### src/rtl/hex_pkg.sv
// Shared types and constants for the multiplexed seven-segment scan controller.
package hex_pkg;

    typedef enum logic [1:0] {IDLE, SHOW, BLANK} scan_state_t;

    localparam logic [6:0] SEG_BLANK = 7'h7F;

    localparam logic [3:0] ADDR_CTRL   = 4'd8;
    localparam logic [3:0] ADDR_PACKED = 4'd9;

    localparam int unsigned CTRL_EN_BIT   = 0;
    localparam int unsigned CTRL_MASK_LSB = 8;
    localparam int unsigned CTRL_MASK_MSB = 15;

endpackage

### src/rtl/hex_scan_controller_if.sv
// Bus and display pin bundle: CPU strobe bus in, segment/digit pins out.
interface hex_scan_controller_if #(
    parameter int unsigned NUM_DIGITS = 8
);
    logic                  iChip_select_n;
    logic                  iWrite_n;
    logic                  iRead_n;
    logic [3:0]            iAddr;
    logic [31:0]           iData;
    logic [31:0]           oData;
    logic [6:0]            oSeg;
    logic [NUM_DIGITS-1:0] oDigit_n;
    logic [2:0]            oScan_idx;

    modport master (
        output iChip_select_n, iWrite_n, iRead_n, iAddr, iData,
        input  oData, oSeg, oDigit_n, oScan_idx
    );

    modport slave (
        input  iChip_select_n, iWrite_n, iRead_n, iAddr, iData,
        output oData, oSeg, oDigit_n, oScan_idx
    );
endinterface

### src/rtl/hex_seg_lut.sv
// Hex nibble to active-low seven-segment pattern, bit0=a .. bit6=g.
module hex_seg_lut (
    input  logic [3:0] i_nibble,
    output logic [6:0] o_seg
);
    always_comb begin
        o_seg = 7'h7F;
        unique case (i_nibble)
            4'h0: o_seg = 7'b1000000;
            4'h1: o_seg = 7'b1111001;
            4'h2: o_seg = 7'b0100100;
            4'h3: o_seg = 7'b0110000;
            4'h4: o_seg = 7'b0011001;
            4'h5: o_seg = 7'b0010010;
            4'h6: o_seg = 7'b0000010;
            4'h7: o_seg = 7'b1111000;
            4'h8: o_seg = 7'b0000000;
            4'h9: o_seg = 7'b0010000;
            4'hA: o_seg = 7'b0001000;
            4'hB: o_seg = 7'b0000011;
            4'hC: o_seg = 7'b1000110;
            4'hD: o_seg = 7'b0100001;
            4'hE: o_seg = 7'b0000110;
            4'hF: o_seg = 7'b0001110;
        endcase
    end
endmodule

### src/rtl/hex_scan_controller.sv
// Bus-mapped 8-digit hex display controller: register file plus prescaled scan FSM
// sharing one segment decoder across all digits, with dead-time blanking between slots.
module hex_scan_controller
    import hex_pkg::*;
#(
    parameter int unsigned NUM_DIGITS  = 8,
    parameter int unsigned TICK_DIV    = 1000,
    parameter int unsigned DEAD_CYCLES = 4
) (
    input logic                  iClk,
    input logic                  iReset,
    hex_scan_controller_if.slave bus
);
    localparam int unsigned CNT_MAX = (TICK_DIV > DEAD_CYCLES) ? TICK_DIV : DEAD_CYCLES;
    localparam int unsigned CNT_W   = $clog2(CNT_MAX + 1);
    localparam logic [CNT_W-1:0] TICK_LAST = CNT_W'(TICK_DIV - 1);
    localparam logic [CNT_W-1:0] DEAD_LAST = CNT_W'((DEAD_CYCLES > 0) ? DEAD_CYCLES - 1 : 0);
    localparam logic [2:0] IDX_LAST = 3'(NUM_DIGITS - 1);
    localparam logic [3:0] NUM_ADDR = 4'(NUM_DIGITS);

    logic [3:0]            r_digit [NUM_DIGITS];
    logic                  r_en;
    logic [7:0]            r_mask;
    scan_state_t           r_state;
    logic [CNT_W-1:0]      r_cnt;
    logic [2:0]            r_idx;

    logic                  w_rd;
    logic                  w_wr;
    logic [31:0]           w_packed;
    logic [31:0]           w_rd_data;
    logic [2:0]            w_idx_inc;
    logic [2:0]            w_lut_idx;
    logic                  w_slot_end;
    logic [6:0]            w_seg;
    logic [6:0]            w_show_seg;
    logic [NUM_DIGITS-1:0] w_show_dig;

    assign w_rd = !bus.iChip_select_n && !bus.iRead_n;
    assign w_wr = !bus.iChip_select_n && !bus.iWrite_n;

    always_comb begin
        w_packed = '0;
        for (int k = 0; k < NUM_DIGITS; k++) begin
            w_packed[4*k +: 4] = r_digit[k];
        end
    end

    always_comb begin
        w_rd_data = '0;
        if (bus.iAddr < NUM_ADDR) begin
            w_rd_data = {28'd0, r_digit[bus.iAddr[2:0]]};
        end else if (bus.iAddr == ADDR_CTRL) begin
            w_rd_data = {16'd0, r_mask, 7'd0, r_en};
        end else if (bus.iAddr == ADDR_PACKED) begin
            w_rd_data = w_packed;
        end
    end

    // Reads sample the registers before this edge's write, so read-during-write sees old data.
    always_ff @(posedge iClk or posedge iReset) begin
        if (iReset) begin
            for (int k = 0; k < NUM_DIGITS; k++) r_digit[k] <= 4'd0;
            r_en     <= 1'b0;
            r_mask   <= 8'd0;
            bus.oData <= 32'd0;
        end else begin
            if (w_rd) bus.oData <= w_rd_data;
            if (w_wr) begin
                if (bus.iAddr < NUM_ADDR) begin
                    r_digit[bus.iAddr[2:0]] <= bus.iData[3:0];
                end else if (bus.iAddr == ADDR_CTRL) begin
                    r_en   <= bus.iData[CTRL_EN_BIT];
                    r_mask <= bus.iData[CTRL_MASK_MSB:CTRL_MASK_LSB];
                end else if (bus.iAddr == ADDR_PACKED) begin
                    for (int k = 0; k < NUM_DIGITS; k++) r_digit[k] <= bus.iData[4*k +: 4];
                end
            end
        end
    end

    // Decoder is fed the digit that will be lit after this edge, so outputs stay registered.
    assign w_idx_inc  = (r_idx == IDX_LAST) ? 3'd0 : r_idx + 3'd1;
    assign w_slot_end = (r_state == SHOW) && (r_cnt == TICK_LAST);
    assign w_lut_idx  = ((r_state == BLANK) || (w_slot_end && DEAD_CYCLES == 0)) ? w_idx_inc
                                                                                 : r_idx;
    assign w_show_seg = r_mask[w_lut_idx] ? SEG_BLANK : w_seg;
    assign w_show_dig = r_mask[w_lut_idx] ? '1 : ~(NUM_DIGITS'(1) << w_lut_idx);
    assign bus.oScan_idx = r_idx;

    hex_seg_lut u_seg_lut (
        .i_nibble (r_digit[w_lut_idx]),
        .o_seg    (w_seg)
    );

    always_ff @(posedge iClk or posedge iReset) begin
        if (iReset) begin
            r_state      <= IDLE;
            r_cnt        <= '0;
            r_idx        <= 3'd0;
            bus.oSeg     <= SEG_BLANK;
            bus.oDigit_n <= '1;
        end else if (!r_en) begin
            r_state      <= IDLE;
            r_cnt        <= '0;
            r_idx        <= 3'd0;
            bus.oSeg     <= SEG_BLANK;
            bus.oDigit_n <= '1;
        end else begin
            unique case (r_state)
                IDLE: begin
                    r_state      <= SHOW;
                    r_cnt        <= '0;
                    r_idx        <= 3'd0;
                    bus.oSeg     <= w_show_seg;
                    bus.oDigit_n <= w_show_dig;
                end
                SHOW: begin
                    if (w_slot_end) begin
                        r_cnt <= '0;
                        if (DEAD_CYCLES == 0) begin
                            r_idx        <= w_idx_inc;
                            bus.oSeg     <= w_show_seg;
                            bus.oDigit_n <= w_show_dig;
                        end else begin
                            r_state      <= BLANK;
                            bus.oSeg     <= SEG_BLANK;
                            bus.oDigit_n <= '1;
                        end
                    end else begin
                        r_cnt        <= r_cnt + 1'b1;
                        bus.oSeg     <= w_show_seg;
                        bus.oDigit_n <= w_show_dig;
                    end
                end
                BLANK: begin
                    if (r_cnt == DEAD_LAST) begin
                        r_state      <= SHOW;
                        r_cnt        <= '0;
                        r_idx        <= w_idx_inc;
                        bus.oSeg     <= w_show_seg;
                        bus.oDigit_n <= w_show_dig;
                    end else begin
                        r_cnt        <= r_cnt + 1'b1;
                        bus.oSeg     <= SEG_BLANK;
                        bus.oDigit_n <= '1;
                    end
                end
                default: r_state <= IDLE;
            endcase
        end
    end
endmodule

### src/flat_wrapper.sv
// flat-port wrapper written by rule: the top's interface ports become plain ports
module hex_scan_controller_flat import hex_pkg::*;
#(
    parameter int unsigned NUM_DIGITS  = 8,
    parameter int unsigned TICK_DIV    = 1000,
    parameter int unsigned DEAD_CYCLES = 4
)
  (iClk, iReset, bus_iChip_select_n, bus_iWrite_n, bus_iRead_n, bus_iAddr, bus_iData, bus_oData, bus_oSeg, bus_oDigit_n, bus_oScan_idx);
  hex_scan_controller_if #(.NUM_DIGITS(NUM_DIGITS)) bus_i ();
  input logic iClk;
  input logic iReset;
  input wire logic [$bits(bus_i.iChip_select_n)-1:0] bus_iChip_select_n;
  input wire logic [$bits(bus_i.iWrite_n)-1:0] bus_iWrite_n;
  input wire logic [$bits(bus_i.iRead_n)-1:0] bus_iRead_n;
  input wire logic [$bits(bus_i.iAddr)-1:0] bus_iAddr;
  input wire logic [$bits(bus_i.iData)-1:0] bus_iData;
  output wire logic [$bits(bus_i.oData)-1:0] bus_oData;
  output wire logic [$bits(bus_i.oSeg)-1:0] bus_oSeg;
  output wire logic [$bits(bus_i.oDigit_n)-1:0] bus_oDigit_n;
  output wire logic [$bits(bus_i.oScan_idx)-1:0] bus_oScan_idx;
  assign bus_i.iChip_select_n = bus_iChip_select_n;
  assign bus_i.iWrite_n = bus_iWrite_n;
  assign bus_i.iRead_n = bus_iRead_n;
  assign bus_i.iAddr = bus_iAddr;
  assign bus_i.iData = bus_iData;
  assign bus_oData = bus_i.oData;
  assign bus_oSeg = bus_i.oSeg;
  assign bus_oDigit_n = bus_i.oDigit_n;
  assign bus_oScan_idx = bus_i.oScan_idx;
  hex_scan_controller #(.NUM_DIGITS(NUM_DIGITS), .TICK_DIV(TICK_DIV), .DEAD_CYCLES(DEAD_CYCLES)) u_core (.iClk(iClk), .iReset(iReset), .bus(bus_i));
endmodule
### config.mk
export PLATFORM = sky130hd
export DESIGN_NAME = hex_scan_controller_flat
export DESIGN_NICKNAME = d
export VERILOG_FILES = /design/src/rtl/hex_pkg.sv /design/src/rtl/hex_scan_controller_if.sv /design/src/rtl/hex_seg_lut.sv /design/src/rtl/hex_scan_controller.sv /design/src/flat_wrapper.sv
export SDC_FILE = /design/constraint.sdc
export NUM_CORES = 1
export LEC_CHECK = 0
export BUFFER_PORTS_ARGS = -buffer_cell sky130_fd_sc_hd__buf_4
export CELL_PAD_IN_SITES_DETAIL_PLACEMENT = 1
export CELL_PAD_IN_SITES_GLOBAL_PLACEMENT = 1
export CORE_MARGIN = 2
export CORE_UTILIZATION = 46
export CTS_BUF_LIST = sky130_fd_sc_hd__clkbuf_8
export DETAILED_ROUTE_END_ITERATION = 8
export MAX_ROUTING_LAYER = met4
export PLACE_DENSITY = 0.92
export SLEW_MARGIN = 20
export SYNTH_ARGS = -nofsm -noshare
export SYNTH_HDL_FRONTEND = slang
export SYNTH_HIERARCHICAL = 1
export SYNTH_SLANG_ARGS = --single-unit
export TNS_END_PERCENT = 50
### constraint.sdc
create_clock -name iClk -period 3.74 [get_ports iClk]
set_input_delay 0.561 -clock iClk [delete_from_list [all_inputs] [get_ports iClk]]
set_output_delay 0.561 -clock iClk [all_outputs]
set_load 0.02 [all_outputs]
After elaboration in Yosys (flattened, before gate mapping)
Memories as Yosys holds them, arrays and structs flattened. Index checks and enable logic that the tools add are counted.

$lt $le $gt $ge: 5. Mux-type cells: 40. Reductions and logical operators: 13. $add $sub $neg: 2. Bitwise gates (word level): 4. Equal/unequal tests: 12. Shift operators: 1.

Operators with widths (number): $mux W32 (6); $bwmux W32 (1); $mux W8 (4); $mux W10 (3); $pmux W10 S3 (1); $mux W7 (4); $bmux W4 S3 (2); $pmux W8 S3 (1); $pmux W7 S3 (1); $mux W4 (5); $demux W4 S3 (1); $mux W3 (4); $add A10 B1 Y10 const B (1); $eq A10 B10 Y1 const B (1); $eq A10 B2 Y1 const B (1); $ne A3 B3 Y1 const B (3); $eq A4 B4 Y1 const B (2); $ge A4 B4 Y1 const B (2); $not A3 Y4 (2); $not A8 Y8 (1); $shl A1 B3 Y8 const A (1); $mux W2 (3); $pmux W2 S3 (1); $pmux W3 S2 (1); other kinds (18) (25).

Memory bits (read-only): 112. Bits of input ports: 41. Flip-flop bits (word level): 103. Output and inout bits: 50. Memories kept: 1.

Memories: (name not given) (depth 16, bits a word 7, read ports 1, clocked after Yosys merged registers in 0, write ports 0, line hex_seg_lut.sv:8) `unique case (i_nibble)`.

Depth between registers and ports, before layout
Gate-level depths: netlist (run 1). An unclocked memory read counts as a cell.

Depth after elaboration: 12. Gate-level depth with buffers: 14.

By module
The synthesis (run 1) kept the hierarchy.

Modules (own cells, without submodules): hex_scan_controller (area each 5626.6 um^2, cells an instance 544, instances 1); hex_seg_lut (area each 275.3 um^2, cells an instance 32, instances 1).

Least setup slack after synthesis (run 1)
OpenSTA, ideal clock, no wires.

Kind: flip-flop to flip-flop. Start point: reg u_core.r_state[0]. End point: reg u_core.bus.oSeg[0]. Slack: 326 ps. Buffers on the path: 2. Arrival: 3354 ps. Stages on the path, launching flop included: 15. Cell sequence: dfrtp_1 inv_1 ha_1 buf_6 mux2i_2 buf_4 mux2i_1 mux2i_1 mux2_2 inv_1 ha_1 and2b_2 or3b_1 o21ai_0 o221a_2.

Longest elaborated chain between the ends: 11. Elaborated cells between the ends (all ways): 18. Classes of those cells: eq/ne: 3; mux: 11; bitwise: 1; reduce/logical: 2; memory: 1.

RTL lines: start: declaration (line hex_scan_controller.sv:24) `scan_state_t r_state;`; start signal: assignment (line hex_scan_controller.sv:98) `r_state <= IDLE;`; start signal: assignment (line hex_scan_controller.sv:104) `r_state <= IDLE;`; start signal: assignment (line hex_scan_controller.sv:112) `r_state <= SHOW;`; $eq A2 B2 Y1 (*) (line hex_scan_controller.sv:85) `assign w_lut_idx = ((r_state == BLANK) || (w_slot_end && DEAD_CYCLES == 0)) ? w_idx_inc`; $mux W3 (*) (line hex_scan_controller.sv:85); $not A3 Y4 (not written as such) (*) (line hex_scan_controller.sv:92) `.i_nibble (r_digit[w_lut_idx]),`; $bmux W4 S3 (*) (line hex_scan_controller.sv:92); $mux W4 (not written as such) (*) (2 in series) (line hex_scan_controller.sv:92); $mem_v2 Z16 W7 (*); via u_core.w_seg[0] (line hex_scan_controller.sv:35) `logic [6:0] w_seg;`; $mux W7 (*) (line hex_scan_controller.sv:87) `assign w_show_seg = r_mask[w_lut_idx] ? SEG_BLANK : w_seg;`; $mux W7, on equally long branches (line hex_scan_controller.sv:137, hex_scan_controller.sv:119); $pmux W7 S3 (*) (line hex_scan_controller.sv:110) `unique case (r_state)`; $mux W7 (*) (line hex_scan_controller.sv:103) `end else if (!r_en) begin`; end signal: assignment (line hex_scan_controller.sv:115) `bus.oSeg <= w_show_seg;`; end signal: assignment (line hex_scan_controller.sv:123) `bus.oSeg <= w_show_seg;`; end signal: assignment (line hex_scan_controller.sv:141) `bus.oSeg <= w_show_seg;`; end: declaration (line hex_scan_controller_if.sv:22) `output oData, oSeg, oDigit_n, oScan_idx`.

Mark *: on every way through the listed nets, which the timed path passes. The rest lies on a longest branch. The select of a mux whose other input is x is not followed. A chain may end at the register's enable or synchronous reset.

Final worst setup path (run 1)
Same ends and word-level chain as after synthesis.

==> key figures, run 1 <==
Setup path
  • Worst EP arrival: 3800 ps
  • Critical Path Source Type: flip-flop
  • WS Path Type: reg -> reg
  • Crit path max-delay cell type: dfrtp_1
  • Critical path data required time: roughly 4100 ps
  • Crit-path max cell delay: approximately 470 ps
  • Worst setup EP type: flip-flop
  • Setup slack, reg-to-reg: 270 ps
  • R2r startpoint: u_core/r_state[0]
  • Critical R2R Capture: u_core/bus.oSeg[0]
  • Worst R2R Path Depth: 13
  • Crit Path Max Fanout: 17
  • Crit path cell chain: inv_1 -> ha_2 -> mux2i_2 -> buf_4 -> mux2i_1 -> mux2i_1 -> mux2_2 -> inv_1 -> ha_1 -> and2b_2 -> or3b_1 -> o21ai_0 -> o221a_2

Floorplanning
  • Starting Density: 47.0%
  • Die width: ~120 microns
  • Core area: ~13000 sq um
  • Die area: 13800 sq um
  • Rows: 41
  • Io pins: between 90 and 100
  • Die height: about 120 microns

Hold path
  • Hold Path Class: in -> async

STA
  • Final Max Tran Viols: 0
  • Minimum clock period: roughly 3500 ps
  • Unrepaired setup endpoints after global routing: no
  • Clk_skew: approximately 23 ps
  • Slew headroom: ~37%
  • Max Clock Freq: 288 MHz
  • Worst setup margin: 268 ps
  • Setup violators final: 0
  • TNS Setup: 0 ps
  • Final Hold Vio Count: 0
  • Final critical-path share of the clock period: between 90 and 100%
  • Worst Tran Pin Value: 926 ps

Logic synthesis
  • Syn_area_per_cell: approximately 10 sq um
  • Mapped Cells: about 580
  • Fraction of registers with async set or reset after synthesis: between 90% and 100%
  • Syn Nets: 630
  • Seq/Total Area, Yosys: 44.0%
  • Register bit count reported by yosys: around 100
  • Post-Syn Area: 5900 sq um
  • Number of flops mapped to enable cells by yosys: 0
  • YS warnings: 6
  • Synth unique cells: 72
  • Dominant synthesized flop cell: dfrtp_1

Routing
  • Remaining DRCs: 0
  • DR vias: between 5000 and 6000
  • DRT Wirelength: ~18 mm
  • Average vias per placed instance: 6.18
  • First-pass iteration count of the detailed router: 5
  • Antenna Nets Post-Route: 0
  • WL/cell: ~22 microns
  • 1st-iter DRT viols: 420

Clock network
  • Clk_lat worst skew: around 400 ps
  • CTS tree: yes
  • TritonCTS Sinks: approximately 100
  • Clock buffer depth: 2
  • H-tree Lvls: 3
  • Hold_buf cts: 0
  • Clock slew at reported path FFs: 110 ps
  • Clock root cell: clkbuf_8
  • TritonCTS buffer count: 9

Run status
  • Outcome: finished clean

Layout
  • Count of filler cells inserted in the layout: between 1000 and 1500
  • Layout cells sized above 1: about 27%
  • Area added between synthesis and finish: 16.4%
  • Diodes inserted: 0
  • Fin nets: approximately 700

Pwr
  • Sw frac: between 30% and 40%
  • Sequential share of power: between 40% and 50%
  • Clock network power share: between 20% and 30%
  • NetSw: between 0.001 and 0.0015 W
  • Int Pwr: roughly 0.0020 W
  • Combinational Power Share: 27.2%
  • VDD IR max: around 0.25 mV
  • PD cells: around 440 nW/um^2
  • Leak Pwr: ~3.2 nW

GRT
  • Total track usage: 28.8%
  • First-pass GRT wire length: 29.0 mm
  • Remaining Overflow, GRT: 0
  • Initial antenna violation count: 0
  • Largest net degree at the start of global routing: 50
  • Number of global-route vias before repair: roughly 5400

Placement
  • HPWL Detailed: roughly 14 mm
  • I/O Buffers: 90
  • Placer Congestion: ~0.97
  • Setup slack at placement: 207 ps

Run
  • Max-cap viol count: 0
power groups by stage:
stage / Clock, W / Sequential, W / Combinational (W)
after floorplan: 0 / 0.00147 / 0.000496
after global placement: 0 / 0.00148 / 0.000748
after detailed placement: 0 / 0.00149 / 0.000809
after CTS: 0.000725 / 0.00146 / 0.000816
after global routing: 0.000783 / 0.00148 / 0.000892
final: 0.000717 / 0.00147 / 0.000819
metal layers:
metal | track usage (%) | wire length (microns) | vias to the layer above
met5 | - | 0 | -
met4 | 10.6 | 602 | 0
met3 | 4.69 | 1060 | 49
met2 | 46.3 | 9050 | 192
met1 | 36.9 | 7640 | 2573
li1 | - | - | 2278
area by class of cell:
cell class	count	area, sq um	share of cell area (%)
tap	172	215	3.13
clock buffer	10	138	2.00
timing repair buffer	98	736	10.7
inverter	13	51.3	0.747
multi-input combinational	422	3070	44.7
clock inverter	6	60.1	0.874
sequential	103	2600	37.8
cell usage after synthesis (3+ instances only):
master	number	area share, %
and3_1	4	0.42
a21oi_1	25	2.1
buf_6	4	0.76
nor3b_1	4	0.51
mux2_2	20	3.8
o31ai_1	10	1.3
nor4b_1	3	0.45
nand2_1	53	3.4
inv_1	13	0.83
a22oi_1	22	2.8
o21a_1	4	0.51
dfrtp_1	88	37
a22o_1	22	3.3
a21o_1	5	0.64
nor2b_1	8	0.85
nor3_1	6	0.51
mux2i_1	50	8.5
a21boi_0	6	0.76
buf_1	3	0.19
a221oi_1	3	0.45
clkbuf_1	19	1.2
ha_1	13	2.8
nor2_1	32	2.0
o221a_2	7	1.3
nand3_1	11	0.93
buf_2	9	0.76
dfstp_2	15	6.7
o2bb2ai_1	3	0.45
and2_1	3	0.32
o21ai_0	56	4.7
cell families (layout without fill, tap and decap cells):
| group | Yosys count | after routing | synth area share, % |
|---|---|---|---|
| adder cells (fa/ha/maj) | 13 | 13 | 2.76 |
| AO/OA/AOI/OAI | 182 | 182 | 21.6 |
| AND/OR/NAND/NOR | 150 | 150 | 13.3 |
| XOR/XNOR | 2 | 2 | 0.297 |
| flip-flops | 103 | 103 | 44.0 |
| buffers and inverters | 51 | 127 | 4.13 |
| multiplexers | 75 | 75 | 14.0 |
placed cells by master, fill, tap and decap left out, types with 8 or more instances in the layout:
cell,n
ha_1,12
a21oi_1,25
nand3_1,11
o31ai_1,10
dfstp_2,15
dfrtp_1,87
a22oi_1,22
nor2_1,32
buf_4,98
inv_1,14
mux2_2,20
o21ai_0,56
clkbuf_8,10
nor2b_1,8
mux2i_1,50
nand2_1,53
a22o_1,22
worst max path at each step:
stage | cells after the start | slack (ps) | end | start
global route | 13 | 60 | u_core/bus.oSeg[0] | u_core/r_state[0]
detailed placement | 12 | 210 | u_core/bus.oSeg[0] | u_core/bus.oScan_idx[0]
finish | 13 | 270 | u_core/bus.oSeg[0] | u_core/r_state[0]
global placement | 12 | 460 | u_core/bus.oSeg[0] | u_core/bus.oScan_idx[0]
CTS | 12 | 170 | u_core/bus.oSeg[0] | u_core/bus.oScan_idx[0]
floorplan | 14 | 330 | u_core/bus.oSeg[0] | u_core/r_state[0]
state kept, by name, summed over array words and instances (netlist names):
signal,cells
u_core/bus.oDigit_n,8
u_core/r_state,2
u_core/r_en,1
u_core/bus.oSeg,7
u_core/r_cnt,10
u_core/bus.oData,32
u_core/r_digit,32
u_core/bus.oScan_idx,3
u_core/r_mask,8
critical path, delay by kind of cell, from the launching register on:
family,cells,cell delay (ps)
muxes,4,930
buffers and inverters,3,620
and+or+nand+nor,2,600
adders and majority gates,2,500
DFF,1,470
AOI/OAI and AO/OA,2,290
per-stage QoR:
step                total power [W]  hold WS, ps  utilization [%]  instances  cell area, sq um
detailed placement          0.00230          490             53.0        808              6660
global placement            0.00223          466             53.0        808              6660
finish                      0.00301          165             54.7        824              6870
CTS                         0.00301          171             54.6        824              6860
floorplan                   0.00196          487                -        576              5900
global route                0.00316          188             54.7        824              6870
repair_timing:
| item | 4_1_cts | 5_1_grt |
|---|---|---|
| endpoints found under the setup margin | 0 | 2 |
| setup buffers | 0 | 0 |
| resized for setup | 0 | 3 |
Power figures use the tool's default switching activity.
==> inputs of run 2 (changes only) <==
- clock period: 3.74 -> 3.2 ns (I/O delays scaled with it)
==> run 2 against run 1 <==
Non-clock buffer count increased by 10. Core utilization grew 1.4 points. Setup slack got worse by 190 ps. Critical path depth shrank 1. First-iteration DRC count is 18% higher. Combinational power increased by 25%. Cell area increased by 2.6%. Maximum frequency rose by 11%. Power increased by 24%. Wire length rose by 8.8%. Final cell count increased by 1.2%. Via count up 3.1%. Critical endpoint is now u_core/bus.oSeg[3]. Highest routed layer unchanged.
==> key figures, run 2 (synthesis results as in run 1) <==
STA
  • Max Clock Freq: 321 MHz (was 288 MHz)
  • Worst Tran Pin Value: 884 ps (was 926 ps)
  • Final critical-path share of the clock period: 97.5% (was 92.8%)
  • Min Hold Slack: 188 ps (was 165 ps)
  • Final Hold Vio Count: 0 (unchanged)
  • Slew headroom: 41.1% (was 37.4%)
  • Clk_skew: 9.77 ps (was 22.6 ps)
  • Final Max Tran Viols: 0 (unchanged)
  • Minimum clock period: 3120 ps (was 3470 ps)
  • Setup violators final: 0 (unchanged)

GRT
  • Number of global-route vias before repair: 5466 (was 5377)
  • Total track usage: 29.9% (was 28.8%)
  • First-pass GRT wire length: 30.1 mm (was 29.0 mm)
  • Largest net degree at the start of global routing: 54 (was 50)
  • Remaining Overflow, GRT: 0 (unchanged)
  • Initial antenna violation count: 0 (unchanged)

Clock network
  • H-tree Lvls: 3 (unchanged)
  • Clk_lat worst skew: 400 ps (about the same)
  • Clock slew at reported path FFs: 100 ps (was 110 ps)
  • TritonCTS Sinks: 103 (unchanged)
  • Clock buffer depth: 2 (unchanged)
  • Clock root cell: clkbuf_8 (unchanged)
  • Hold_buf cts: 0 (unchanged)
  • CTS tree: yes (unchanged)
  • TritonCTS buffer count: 9 (unchanged)

Setup path
  • WS Path Type: reg -> reg (unchanged)
  • Crit Path Max Fanout: 9 (was 17)
  • R2r startpoint: u_core/bus.oScan_idx[1] (was u_core/r_state[0])
  • Setup slack, reg-to-reg: 80 ps (was 270 ps)
  • Worst setup EP type: flip-flop (unchanged)
  • Crit path max-delay cell type: mux4_1 (was dfrtp_1)
  • Crit path cell chain: ha_1 -> ha_1 -> nor2_2 -> mux2i_2 -> buf_6 -> mux2i_1 -> mux2_2 -> inv_2 -> ha_1 -> inv_1 -> mux4_1 -> o221a_2 (was inv_1 -> ha_2 -> mux2i_2 -> buf_4 -> mux2i_1 -> mux2i_1 -> mux2_2 -> inv_1 -> ha_1 -> and2b_2 -> or3b_1 -> o21ai_0 -> o221a_2)
  • Critical Path Source Type: flip-flop (unchanged)
  • Crit-path max cell delay: 490 ps (was 470 ps)
  • CP most frequent cell: ha_1
  • Critical R2R Capture: u_core/bus.oSeg[3] (was u_core/bus.oSeg[0])
  • Critical path data required time: 3530 ps (was 4070 ps)
  • Worst EP arrival: 3450 ps (was 3800 ps)
  • Worst R2R Path Depth: 12 (was 13)

Floorplanning
  • Rows: 41 (unchanged)
  • Die width: 117 microns (unchanged)
  • Die height: 117 microns (unchanged)
  • Io pins: 91 (unchanged)
  • Starting Density: 47.0% (unchanged)
  • Die area: 13800 sq um (unchanged)
  • Core area: 12600 sq um (unchanged)

Layout
  • Post-Layout Cell Count: 834 (was 824)
  • Layout cells sized above 1: 28.7% (was 27.0%)
  • Commonest non-fill, non-tap cell in the layout: buf_4 (unchanged)
  • Area added between synthesis and finish: 19.5% (was 16.4%)
  • Diodes inserted: 0 (unchanged)
  • Commonest cells after routing, fill and taps aside: buf_4 (103), dfrtp_1 (88), o21ai_0 (56), nand2_1 (53), mux2i_1 (49) (was buf_4 (98), dfrtp_1 (87), o21ai_0 (56), nand2_1 (53), mux2i_1 (50))
  • Largest registers: u_core/bus.oData (32), u_core/r_digit (32), u_core/r_cnt (10) (unchanged)
  • Fin nets: 711 (was 701)
  • Post-layout util: 56.1% (was 54.7%)

Routing
  • Average vias per placed instance: 6.30 (was 6.18)
  • Remaining DRCs: 0 (unchanged)
  • Antenna Nets Post-Route: 0 (unchanged)
  • First-pass iteration count of the detailed router: 5 (unchanged)
  • 1st-iter DRT viols: 496 (was 420)
  • DR vias: 5251 (was 5092)
  • WL/cell: 23.9 microns (was 22.3 microns)
  • DRT Wirelength: 20.0 mm (was 18.3 mm)

Pwr
  • PD cells: 528 nW/um^2 (was 438 nW/um^2)
  • Combinational Power Share: 27.3% (was 27.2%)
  • Int Pwr: 0.00245 W (was 0.00197 W)
  • NetSw: 0.00127 W (was 0.00104 W)
  • Leak Pwr: 3.27 nW (was 3.18 nW)
  • Sequential share of power: 46.2% (was 49.0%)
  • Sw frac: 34.2% (was 34.6%)
  • VDD IR max: 0.228 mV (was 0.245 mV)
  • Clock network power share: 26.4% (was 23.8%)

Placement
  • Placed Instances: 816 (was 808)
  • HPWL Detailed: 14.2 mm (was 13.7 mm)
  • Placer Congestion: 0.934 (was 0.973)
  • I/O Buffers: 90 (unchanged)

Hold path
  • Hold Path Class: in -> async (unchanged)

Run
  • Max-cap viol count: 0 (unchanged)

Run status
  • Outcome: finished clean (unchanged)
run 2: changes by cell type in the layout (fill, tap and decap cells not counted), sizes merged:
cell | previous run | this run
buf | 98 | 108
bufinv | 1 | 3
clkbuf | 10 | 9
clkinv | 2 | 1
run 2: area by class of cell:
| type | instances | area (sq um) |
|---|---|---|
| Fill cell | 1415 | 5520 |
| Multi-Input combinational cell | 422 | 3090 |
| Sequential cell | 103 | 2600 |
| Timing Repair Buffer | 108 | 860 |
| Tap cell | 172 | 215 |
| Clock buffer | 9 | 124 |
| Clock inverter | 7 | 111 |
| Inverter | 13 | 51.3 |
run 2: what timing repair did:
| item | 4_1_cts | 5_1_grt |
|---|---|---|
| endpoints found under the setup margin | 2 | 3 |
| buffers inserted | 2 | 0 |
| gates resized for setup | 2 | 8 |
run 2: power groups by stage:
| stage | logic (W) | clock network, W | registers (W) |
|---|---|---|---|
| 5_1_grt | 0.00108 | 0.00105 | 0.00173 |
| 6_report | 0.00102 | 0.000984 | 0.00172 |
| 2_1_floorplan | 0.000580 | 0 | 0.00171 |
| 3_3_place_gp | 0.000895 | 0 | 0.00172 |
| 3_5_place_dp | 0.000975 | 0 | 0.00173 |
| 4_1_cts | 0.000985 | 0.000994 | 0.00171 |
run 2: worst max-delay path by stage:
stage / startpoint / endpoint / slack [ps] / cells past startpoint
3_5_place_dp: u_core/r_state[0] / u_core/bus.oSeg[0] / -100 / 12
6_report: u_core/bus.oScan_idx[1] / u_core/bus.oSeg[3] / 80 / 12
4_1_cts: u_core/r_state[0] / u_core/bus.oSeg[0] / 7 / 11
2_1_floorplan: u_core/r_state[0] / u_core/bus.oSeg[0] / 2 / 14
5_1_grt: u_core/bus.oScan_idx[0] / u_core/bus.oSeg[0] / -10 / 13
3_3_place_gp: u_core/r_state[0] / u_core/bus.oSeg[0] / 180 / 12
run 2: worst max-delay path: cells and delay by family, from the launching register on:
family | cells | cell delay, ps
AO/OA/AOI/OAI | 1 | 240
multiplexers | 4 | 1200
adder cells (fa/ha/maj) | 3 | 780
flip-flops | 1 | 370
AND/OR/NAND/NOR | 1 | 90
buffers and inverters | 3 | 360
run 2: per-stage QoR:
step | setup TNS [ps] | cell area, sq um | power, W | setup slack [ps]
5_1_grt | -11.6 | 7050 | 0.00387 | -11.6
4_1_cts | 0 | 7030 | 0.00368 | 7.16
3_3_place_gp | 0 | 6740 | 0.00261 | 181
6_report | 0 | 7050 | 0.00372 | 80.9
3_5_place_dp | -105 | 6740 | 0.00271 | -100
2_1_floorplan | 0 | 5920 | 0.00229 | 1.72
run 2: routing by layer:
metal  part of all wire [%]  wire length (microns)  GRT usage [%]  vias to the layer above
met5                      0                      0              -                        -
met2                     50                   9890           48.2                      213
met3                    5.3                   1050           4.89                       66
li1                       -                      -              -                     2291
met4                    3.8                    761           11.4                        0
met1                     41                   8250           38.0                     2681
